===== src/rtl/ps2_key_event_decoder_if.sv =====
// Bundle between the PS/2 receiver FIFO, the key-event decoder and its consumer.
// The slave modport is the decoder's view; the master modport is the surrounding
// logic that feeds receiver bytes in and drains events out.
interface ps2_key_event_decoder_if #(
  parameter int CNT_W = 8
);
  // receiver side
  logic [7:0]       rx_data;
  logic             rx_ready;
  logic             rx_overflow;
  logic             nextdata_n;
  // event stream
  logic             evt_valid;
  logic             evt_ready;
  logic [7:0]       evt_code;
  logic             evt_ext;
  logic             evt_break;
  // held-key status
  logic             key_held;
  logic [7:0]       held_code;
  logic             held_ext;
  logic [CNT_W-1:0] press_count;
  logic             err_sticky;

  modport slave (
    input  rx_data, rx_ready, rx_overflow, evt_ready,
    output nextdata_n, evt_valid, evt_code, evt_ext, evt_break,
    output key_held, held_code, held_ext, press_count, err_sticky
  );

  modport master (
    output rx_data, rx_ready, rx_overflow, evt_ready,
    input  nextdata_n, evt_valid, evt_code, evt_ext, evt_break,
    input  key_held, held_code, held_ext, press_count, err_sticky
  );
endinterface


===== src/rtl/ps2_key_event_decoder.sv =====
// PS/2 key-event decoder: fetches scan-code bytes from the receiver FIFO,
// folds E0/F0 prefixes into typed make/break events, tracks the held key,
// counts accepted presses and queues events in a first-word-fall-through FIFO.
// FIFO_DEPTH must be a power of two and at least 2 so the pointers wrap freely.
module ps2_key_event_decoder #(
  parameter int CNT_W         = 8,
  parameter int FIFO_DEPTH    = 4,
  parameter int FILTER_REPEAT = 1
) (
  input  logic                  clk,
  input  logic                  clrn,
  ps2_key_event_decoder_if.slave bus
);

  localparam int            AW       = $clog2(FIFO_DEPTH);
  localparam int            EW       = 10;                // {break, ext, code}
  localparam logic [7:0]    CODE_EXT = 8'hE0;
  localparam logic [7:0]    CODE_BRK = 8'hF0;
  localparam logic [AW:0]   FULL_CNT = (AW+1)'(FIFO_DEPTH);

  typedef enum logic [1:0] {
    S_WAIT   = 2'd0,
    S_POP    = 2'd1,
    S_SETTLE = 2'd2
  } state_t;

  // byte-fetch FSM
  state_t           r_state;
  state_t           w_state_next;
  logic             w_capture;
  logic             r_nextdata_n;

  // prefix tracking and key state
  logic             r_ext_pend;
  logic             r_brk_pend;
  logic             r_key_held;
  logic [7:0]       r_held_code;
  logic             r_held_ext;
  logic [CNT_W-1:0] r_press_count;
  logic             r_err_sticky;

  // decode of the captured byte
  logic [7:0]       w_byte;
  logic             w_is_ext;
  logic             w_is_brk;
  logic             w_is_code;
  logic             w_key_match;
  logic             w_is_repeat;
  logic             w_accept_make;
  logic             w_release;
  logic             w_push;
  logic [EW-1:0]    w_evt;

  // event FIFO
  logic [EW-1:0]    r_mem [FIFO_DEPTH];
  logic [AW-1:0]    r_wr_ptr;
  logic [AW-1:0]    r_rd_ptr;
  logic [AW:0]      r_count;
  logic             w_empty;
  logic             w_full;
  logic             w_pop;
  logic             w_wr;
  logic             w_drop;

  // Fetch sequencing: capture in S_WAIT, then two idle cycles so the receiver's
  // rx_ready has caught up with the pop before the next byte is looked at.
  always_comb begin
    w_state_next = r_state;
    w_capture    = 1'b0;
    case (r_state)
      S_WAIT: begin
        if (bus.rx_ready) begin
          w_capture    = 1'b1;
          w_state_next = S_POP;
        end
      end
      S_POP:    w_state_next = S_SETTLE;
      S_SETTLE: w_state_next = S_WAIT;
      default:  w_state_next = S_WAIT;
    endcase
  end

  // State register; nextdata_n is registered so the pop pulse is glitch-free
  // and lines up with the cycle spent in S_POP.
  always_ff @(posedge clk or negedge clrn) begin
    if (!clrn) begin
      r_state      <= S_WAIT;
      r_nextdata_n <= 1'b1;
    end else begin
      r_state      <= w_state_next;
      r_nextdata_n <= ~w_capture;
    end
  end

  // Classify the captured byte and decide what the event does to the key state.
  // A repeat is only a make of exactly the key already held (same E0 flag).
  always_comb begin
    w_byte        = bus.rx_data;
    w_is_ext      = w_capture && (w_byte == CODE_EXT);
    w_is_brk      = w_capture && (w_byte == CODE_BRK);
    w_is_code     = w_capture && (w_byte != CODE_EXT) && (w_byte != CODE_BRK);
    w_key_match   = r_key_held && (r_held_ext == r_ext_pend) && (r_held_code == w_byte);
    w_is_repeat   = (FILTER_REPEAT != 0) && !r_brk_pend && w_key_match;
    w_accept_make = w_is_code && !r_brk_pend && !w_is_repeat;
    w_release     = w_is_code && r_brk_pend && w_key_match;
    w_push        = w_is_code && (r_brk_pend || !w_is_repeat);
    w_evt         = {r_brk_pend, r_ext_pend, w_byte};
  end

  // Prefix flags accumulate until a code byte consumes them.
  always_ff @(posedge clk or negedge clrn) begin
    if (!clrn) begin
      r_ext_pend <= 1'b0;
      r_brk_pend <= 1'b0;
    end else if (w_is_ext) begin
      r_ext_pend <= 1'b1;
    end else if (w_is_brk) begin
      r_brk_pend <= 1'b1;
    end else if (w_is_code) begin
      r_ext_pend <= 1'b0;
      r_brk_pend <= 1'b0;
    end
  end

  // Held-key tracking and press counting; these update even if the FIFO drops
  // the event, so the status view stays truthful when the consumer stalls.
  always_ff @(posedge clk or negedge clrn) begin
    if (!clrn) begin
      r_key_held    <= 1'b0;
      r_held_code   <= 8'h00;
      r_held_ext    <= 1'b0;
      r_press_count <= '0;
    end else if (w_accept_make) begin
      r_key_held    <= 1'b1;
      r_held_code   <= w_byte;
      r_held_ext    <= r_ext_pend;
      r_press_count <= r_press_count + CNT_W'(1);
    end else if (w_release) begin
      r_key_held    <= 1'b0;
    end
  end

  // FIFO control: a pop frees the slot in the same cycle, so push+pop while
  // full is accepted; a pop while empty cannot happen because evt_valid is low.
  always_comb begin
    w_empty = (r_count == '0);
    w_full  = (r_count == FULL_CNT);
    w_pop   = !w_empty && bus.evt_ready;
    w_wr    = w_push && (!w_full || w_pop);
    w_drop  = w_push && w_full && !w_pop;
  end

  // Event storage; contents need no reset because occupancy gates visibility.
  always_ff @(posedge clk) begin
    if (w_wr) begin
      r_mem[r_wr_ptr] <= w_evt;
    end
  end

  // Read/write pointers and occupancy.
  always_ff @(posedge clk or negedge clrn) begin
    if (!clrn) begin
      r_wr_ptr <= '0;
      r_rd_ptr <= '0;
      r_count  <= '0;
    end else begin
      if (w_wr) begin
        r_wr_ptr <= r_wr_ptr + AW'(1);
      end
      if (w_pop) begin
        r_rd_ptr <= r_rd_ptr + AW'(1);
      end
      case ({w_wr, w_pop})
        2'b10:   r_count <= r_count + (AW+1)'(1);
        2'b01:   r_count <= r_count - (AW+1)'(1);
        default: r_count <= r_count;
      endcase
    end
  end

  // Sticky error: receiver overflow or an event lost to a full FIFO.
  always_ff @(posedge clk or negedge clrn) begin
    if (!clrn) begin
      r_err_sticky <= 1'b0;
    end else if (bus.rx_overflow || w_drop) begin
      r_err_sticky <= 1'b1;
    end
  end

  assign bus.nextdata_n  = r_nextdata_n;
  assign bus.evt_valid   = !w_empty;
  assign bus.evt_break   = r_mem[r_rd_ptr][9];
  assign bus.evt_ext     = r_mem[r_rd_ptr][8];
  assign bus.evt_code    = r_mem[r_rd_ptr][7:0];
  assign bus.key_held    = r_key_held;
  assign bus.held_code   = r_held_code;
  assign bus.held_ext    = r_held_ext;
  assign bus.press_count = r_press_count;
  assign bus.err_sticky  = r_err_sticky;

endmodule

===== src/flat_wrapper.sv =====
// flat-port wrapper written by rule: the top's interface ports become plain ports
module ps2_key_event_decoder_flat 
#(
  parameter int CNT_W         = 8,
  parameter int FIFO_DEPTH    = 4,
  parameter int FILTER_REPEAT = 1
)
  (clk, clrn, bus_rx_data, bus_rx_ready, bus_rx_overflow, bus_evt_ready, bus_nextdata_n, bus_evt_valid, bus_evt_code, bus_evt_ext, bus_evt_break, bus_key_held, bus_held_code, bus_held_ext, bus_press_count, bus_err_sticky);
  ps2_key_event_decoder_if #(.CNT_W(CNT_W)) bus_i ();
  input  logic clk;
  input  logic clrn;
  input wire logic [$bits(bus_i.rx_data)-1:0] bus_rx_data;
  input wire logic [$bits(bus_i.rx_ready)-1:0] bus_rx_ready;
  input wire logic [$bits(bus_i.rx_overflow)-1:0] bus_rx_overflow;
  input wire logic [$bits(bus_i.evt_ready)-1:0] bus_evt_ready;
  output wire logic [$bits(bus_i.nextdata_n)-1:0] bus_nextdata_n;
  output wire logic [$bits(bus_i.evt_valid)-1:0] bus_evt_valid;
  output wire logic [$bits(bus_i.evt_code)-1:0] bus_evt_code;
  output wire logic [$bits(bus_i.evt_ext)-1:0] bus_evt_ext;
  output wire logic [$bits(bus_i.evt_break)-1:0] bus_evt_break;
  output wire logic [$bits(bus_i.key_held)-1:0] bus_key_held;
  output wire logic [$bits(bus_i.held_code)-1:0] bus_held_code;
  output wire logic [$bits(bus_i.held_ext)-1:0] bus_held_ext;
  output wire logic [$bits(bus_i.press_count)-1:0] bus_press_count;
  output wire logic [$bits(bus_i.err_sticky)-1:0] bus_err_sticky;
  assign bus_i.rx_data = bus_rx_data;
  assign bus_i.rx_ready = bus_rx_ready;
  assign bus_i.rx_overflow = bus_rx_overflow;
  assign bus_i.evt_ready = bus_evt_ready;
  assign bus_nextdata_n = bus_i.nextdata_n;
  assign bus_evt_valid = bus_i.evt_valid;
  assign bus_evt_code = bus_i.evt_code;
  assign bus_evt_ext = bus_i.evt_ext;
  assign bus_evt_break = bus_i.evt_break;
  assign bus_key_held = bus_i.key_held;
  assign bus_held_code = bus_i.held_code;
  assign bus_held_ext = bus_i.held_ext;
  assign bus_press_count = bus_i.press_count;
  assign bus_err_sticky = bus_i.err_sticky;
  ps2_key_event_decoder #(.CNT_W(CNT_W), .FIFO_DEPTH(FIFO_DEPTH), .FILTER_REPEAT(FILTER_REPEAT)) u_core (.clk(clk), .clrn(clrn), .bus(bus_i));
endmodule

===== config.mk =====
export PLATFORM = sky130hd
export DESIGN_NAME = ps2_key_event_decoder_flat
export DESIGN_NICKNAME = d
export VERILOG_FILES = /design/src/rtl/ps2_key_event_decoder_if.sv /design/src/rtl/ps2_key_event_decoder.sv /design/src/flat_wrapper.sv
export SDC_FILE = /design/constraint.sdc
export NUM_CORES = 1
export LEC_CHECK = 0
export BUFFER_PORTS_ARGS = -buffer_cell sky130_fd_sc_hd__buf_2
export CAP_MARGIN = 15
export CELL_PAD_IN_SITES_DETAIL_PLACEMENT = 0
export CELL_PAD_IN_SITES_GLOBAL_PLACEMENT = 1
export CORE_ASPECT_RATIO = 0.8
export CORE_MARGIN = 2
export CORE_UTILIZATION = 30
export DETAILED_ROUTE_END_ITERATION = 6
export HOLD_SLACK_MARGIN = 0.03
export PLACE_DENSITY = 0.64
export SYNTH_ARGS = -nofsm -noshare
export SYNTH_HDL_FRONTEND = slang
export SYNTH_SLANG_ARGS = --single-unit

===== constraint.sdc =====
create_clock -name clk -period 3.18 [get_ports clk]
set_input_delay 0 -clock clk [delete_from_list [all_inputs] [get_ports clk]]
set_output_delay 0 -clock clk [all_outputs]
set_load 0.01 [all_outputs]

Yosys cells after proc, flatten, opt, wreduce, memory -nomap -nowiden
Memory sizes are Yosys's and may differ from the RTL's.
Cells that the tools add are included.
{"block": "totals", "reg_bits": 31, "ram_bits": 40, "input_bits": 13, "out_inout_bits": 31, "memories": 1}
{"block": "op_classes", "add_sub_neg": 5, "eq_ne": 12, "n_mux": 13, "n_bitwise": 2, "n_reduce_logical": 32}
{"memory": "u_core.r_mem", "depth": 4, "word_bits": 10, "read_ports": 1, "rd_ports_with_merged_regs": 0, "write_ports": 1, "line": "ps2_key_event_decoder.sv:55", "rtl": "logic [EW-1:0] r_mem [FIFO_DEPTH];"}
{"operator": "$eq 8x8->1 const B", "n": 2}
{"operator": "$logic_and 1x1->1", "n": 16}
{"operator": "$ne 8x8->1 const B", "n": 2}
{"operator": "$mux 1", "n": 10}
{"operator": "$add 8x1->8 const B", "n": 1}
{"operator": "$eq 8x8->1", "n": 1}
{"operator": "$reduce_bool 2->1", "n": 4}
{"operator": "$pmux 3 s2", "n": 1}
{"operator": "$logic_not 1->1", "n": 5}
{"operator": "$add 2x1->2 const B", "n": 2}
{"operator": "$eq 2x1->1 const B", "n": 2}
{"operator": "$pmux 2 s2", "n": 1}
{"operator": "$reduce_and 2->1", "n": 2}
{"operator": "$add 3x1->3 const B", "n": 1}
{"operator": "$eq 3x3->1 const B", "n": 1}
{"operator": "$logic_not 3->1", "n": 1}
{"operator": "$logic_or 1x1->1", "n": 3}
{"operator": "$sub 3x1->3 const B", "n": 1}
{"operator": "$eq 2x2->1 const B", "n": 1}
{"operator": "$logic_not 2->1", "n": 1}
{"operator": "$mux 2", "n": 1}
{"operator": "$ne 2x1->1 const B", "n": 1}
{"operator": "$ne 2x2->1 const B", "n": 1}
{"operator": "$not 1->1", "n": 2}
{"operator": "$eq 1x1->1", "n": 1}

Logic depth before layout (Yosys ltp)
{"block": "depth", "depth_word": 10, "ltp_mapped": 11, "ltp_nobuf": 11}

Least setup slack after synthesis
OpenSTA, ideal clock, no wires.
{"block": "synth_path", "kind": "reg-to-reg", "from": "register u_core.r_held_code[7], in the netlist u_core.bus.held_code[7]", "to": "register u_core.r_count[2]", "setup_ns": 0.079, "arrival_time_ns": 2.474, "t_required_ns": 3.101, "slack_ns": 0.626, "stages_incl_launch_ff": 12, "n_path_buf": 0, "period_less_slack_ns": 2.554, "cell_sequence": "dfrtp_1 -> xor2_1 -> nor4_4 -> nand3_4 -> o311a_4 -> inv_1 -> ha_1 -> inv_1 -> fa_1 -> xor2_1 -> nor2_1 -> xor2_1"}
{"block": "synth_via", "elab_chain_cells": 9, "elab_cells_between_ends": 11, "classes_between": "eq/ne (3); mux (1); reduce/logical (7)"}
{"element": "start: declaration", "line": "ps2_key_event_decoder.sv:37", "rtl": "logic [7:0] r_held_code;"}
{"element": "start signal: assignment", "line": "ps2_key_event_decoder.sv:135", "rtl": "r_held_code <= w_byte;"}
{"element": "$eq 8x8->1 *", "line": "ps2_key_event_decoder.sv:102", "rtl": "w_key_match = r_key_held && (r_held_ext == r_ext_pend) && (r_held_code == w_byte);"}
{"element": "$logic_and 1x1->1 *", "line": "ps2_key_event_decoder.sv:102"}
{"element": "$logic_and 1x1->1 *", "line": "ps2_key_event_decoder.sv:103", "rtl": "w_is_repeat = (FILTER_REPEAT != 0) && !r_brk_pend && w_key_match;"}
{"element": "$logic_not 1->1 *", "line": "ps2_key_event_decoder.sv:106", "rtl": "w_push = w_is_code && (r_brk_pend || !w_is_repeat);"}
{"element": "$logic_or 1x1->1 *", "line": "ps2_key_event_decoder.sv:106"}
{"element": "$logic_and 1x1->1 *", "line": "ps2_key_event_decoder.sv:106"}
{"element": "$logic_and 1x1->1 *", "line": "ps2_key_event_decoder.sv:149", "rtl": "w_wr = w_push && (!w_full || w_pop);"}
{"element": "$eq 2x1->1 / $eq 2x2->1 (equally long branches)", "line": "ps2_key_event_decoder.sv:173", "rtl": "case ({w_wr, w_pop})"}
{"element": "$pmux 3 s2 / $reduce_bool 2->1 (equally long branches)"}
{"element": "end signal: assignment", "line": "ps2_key_event_decoder.sv:174", "rtl": "2'b10: r_count <= r_count + (AW+1)'(1);"}
{"element": "end signal: assignment", "line": "ps2_key_event_decoder.sv:175", "rtl": "2'b01: r_count <= r_count - (AW+1)'(1);"}
{"element": "end signal: assignment", "line": "ps2_key_event_decoder.sv:176", "rtl": "default: r_count <= r_count;"}
{"element": "end: declaration", "line": "ps2_key_event_decoder.sv:58", "rtl": "logic [AW:0] r_count;"}
Mark *: on every way between the ends. The rest lies on a longest branch, timed or not.
A chain may end at the register's enable or synchronous reset.

Final worst setup path
Ends and elaborated chain as after synthesis.

==> qor.yml <==
synth_edf_count: 40
synth_top_family_by_area: "multiplexers"
place_inst: 351
peakVddDrop_mv: 0.279
grtUsageMet2_pct: 17.2
finalWeightedCongestion: 0.708
rows: 32
postSynthCellCount: 174
vias_per_cell: 4.32
finClkSkew_ps: 5.21
final_common_cell: "buf_2"
multiInputGateArea_um2: 967
ys_warn_count: 0
gr-max-usage-layer: "met2"
drv_slew: 0
drive_gt1_share_pct: 37.4
synth.avg_cell_area_um2: 17.2
area_delta_synth_final_pct: 27.3
critPathKind: "flop to flop"
grt_pass1_wl_um: 9140
outcome: "complete, no violations"
post-cts-setup-buffers: 0
pre_cts_slack_ps: 531
pwr_density_cell_nw_per_um2: 881
fin_setup_tns_ps: 0
regArea_um2: 1980
drtIter0Drc: 128
cap_violations: 0
cts_buffers: 9
post_cts_resized: 0
cts_max_path_buffers: 2
crit_buf_inv: 2
worstHoldStart: "bus_evt_ready"
cts_max_level: 3
synthDistinctLibCells: 39
use_met3_pct: 4.54
path_clk_slew_ps: 60
r2r_start: "u_core.bus.held_code[7]$_DFFE_PN0P_"
cp_data_arrival_time_ps: 2920
cts_sinks: 71
hold_viol: 0
rsz0062_at_grt: "no"
start_util_pct: 30.9
grt_overflow: 0
post_dp_cell_area_um2: 3370
synthSimpleGateAreaFrac_pct: 6.82
synth_top_area_share_pct: 40.2
fmax_mhz: 376
clockRootBuffer: "clkbuf_16"
finalCritPeriodShare_pct: 83.7
final_cell_mix: "buf_2 (43), edfxtp_1 (40), dfrtp_1 (30), xnor2_1 (14), dlygate4sd3_1 (12)"
clock_latency_ps: 330
async_reset_ff_share_pct: 43.7
ys.flop_type: "edfxtp_1"
synthAdderAreaFrac_pct: 3.18
crit_cells: 11
grtUsageMet1_pct: 15.7
path_max_fanout: 10
drc: 0
io_buffers: 43
slowest_stage: "o311a_4"
fillCellCount: 911
drtPass1Iterations: 4
worst_slack_ps: 517
startpoint: "u_core.bus.held_code[7]$_DFFE_PN0P_"
cts_tree: "built"
wl_per_cell_um: 14.9
required_ps: 3430
min_path_type: "input port to flop"
maxSlewHeadroom_pct: 50.4
layout.cells.non_filler: 379
ant_nets: 0
pin_count: 44
min_period_ps: 2660
power.total_mw: 3.35
fp.dieH_um: 93.3
max_stage_delay_ps: 430
ys_ff_latch: 71
netlist_area_um2: 2990
synthXorXnorAreaFrac_pct: 6.44
reg2reg_depth: 11
wl_um: 5660
place_hpwl_um: 3750
syn-num-nets: 194
worst_setup_path_end_kind: "flop"
finalSetupViolCount: 0
vias: 1639
die_x_um: 116
p_leak_nw: 1.48
start_kind: "flop"
finalNetCount: 258
holdWs_ps: 94.1
yosys-top-cells-area: "edfxtp_1 (40%), dfrtp_1 (25%), mux4_2 (7.5%)"
crit_top_cell: "xor2_1"
antenna_found_initial: 0
synth_top_area_cell: "edfxtp_1"
grt_pass1_vias: 1683
synth.mux.area_fraction_pct: 12.1
core_area_um2: 9690
crit_family: "simple AND/OR/NAND/NOR gates"
synth_compound_area_share_pct: 3.77
die-area_um2: 10800
design_area_um2: 3810
tightest_slew_ps: 744
antenna_cells: 0
grt_start_max_net_pins: 32
cp_cell_sequence: "xor2_1 > nor4_4 > nand3_4 > o311a_4 > inv_1 > ha_1 > inv_1 > fa_1 > xor2_1 > nor2_1 > xor2_1"
min_path_cells: 3
ys_seq_area_share_pct: 66.2
grt_use_total_pct: 11.7
final_core_util_pct: 39.3
==> worst reg2reg max path, cell delays in order, from the launching register on <==
cell and delay (ps):
dfrtp_1 400, xor2_1 180, nor4_4 330, nand3_4 170, o311a_4 430, inv_1 70
ha_1 170, inv_1 60, fa_1 370, xor2_1 150, nor2_1 110, xor2_1 160
==> area by class of cell <==
cell class / count / share of cell area [%]
multi-input cells: 92 / 25.4
repair buffers: 57 / 9.20
inverters: 7 / 0.690
clock buffers: 10 / 6.02
well taps: 136 / 4.47
flip-flops and latches: 71 / 52.0
clock inverters: 6 / 2.24
==> sequential cells by signal (all words and copies together) (netlist names) <==
signal,cells
u_core.bus.held_ext,1
u_core.r_mem,40
u_core.r_wr_ptr,2
u_core.r_count,3
u_core.r_ext_pend,1
u_core.bus.press_count,8
u_core.r_state,2
u_core.bus.nextdata_n,1
u_core.bus.key_held,1
u_core.r_brk_pend,1
u_core.r_rd_ptr,2
u_core.bus.err_sticky,1
u_core.bus.held_code,8
==> metal layers <==
metal,vias up,part of all wire [%],wire (µm)
li1,777,-,-
met1,807,48,2710
met2,44,44,2490
met3,11,6.5,367
met4,0,1.6,91
met5,-,0,0
==> power breakdown <==
group	total, mW	leakage (nW)	internal (mW)	switching [mW]
sequential	1.40	0.735	1.20	0.201
combinational	0.901	0.594	0.470	0.431
clock	1.06	0.150	0.683	0.372
total	3.35	1.48	2.35	1.00
==> cells in the mapped netlist, types with 2 or more instances <==
library cell and count:
nor2_1 6, o211ai_1 2, and2_1 3, xor2_1 8, mux2_2 10, ha_1 6, o2111ai_1 4, buf_2 3
and2_2 4, and3_1 3, xnor2_1 14, mux4_2 10, inv_1 7, dfrtp_1 30, edfxtp_1 40
==> worst paths after layout <==
path / endpoint / slack [ps]
worst max-delay path: u_core.r_count[2]$_DFFE_PN0P_ / 520
worst min-delay path: u_core.r_rd_ptr[0]$_DFFE_PN0P_ / 90
worst max register to register: u_core.r_count[2]$_DFFE_PN0P_ / 520
worst min register to register: u_core.r_state[1]$_DFFE_PN0P_ / 450
max in group asynchronous: u_core.r_state[0]$_DFFE_PN0P_ / 2440
min in group asynchronous: u_core.bus.press_count[3]$_DFFE_PN0P_ / 260
==> repair_timing <==
item                                   in CTS  in global routing
setup endpoints to repair                   0                  0
endpoints found under the hold margin      67                  0
hold buffers                               12                  0
==> kinds of logic after synthesis <==
group	count (synthesis)
buf+inv	11
mux	22
simple gates	28
flops	71
compound gates	13
fa+ha+maj	7
xor+xnor	22
Note: power is estimated with default switching activity, not from simulation.
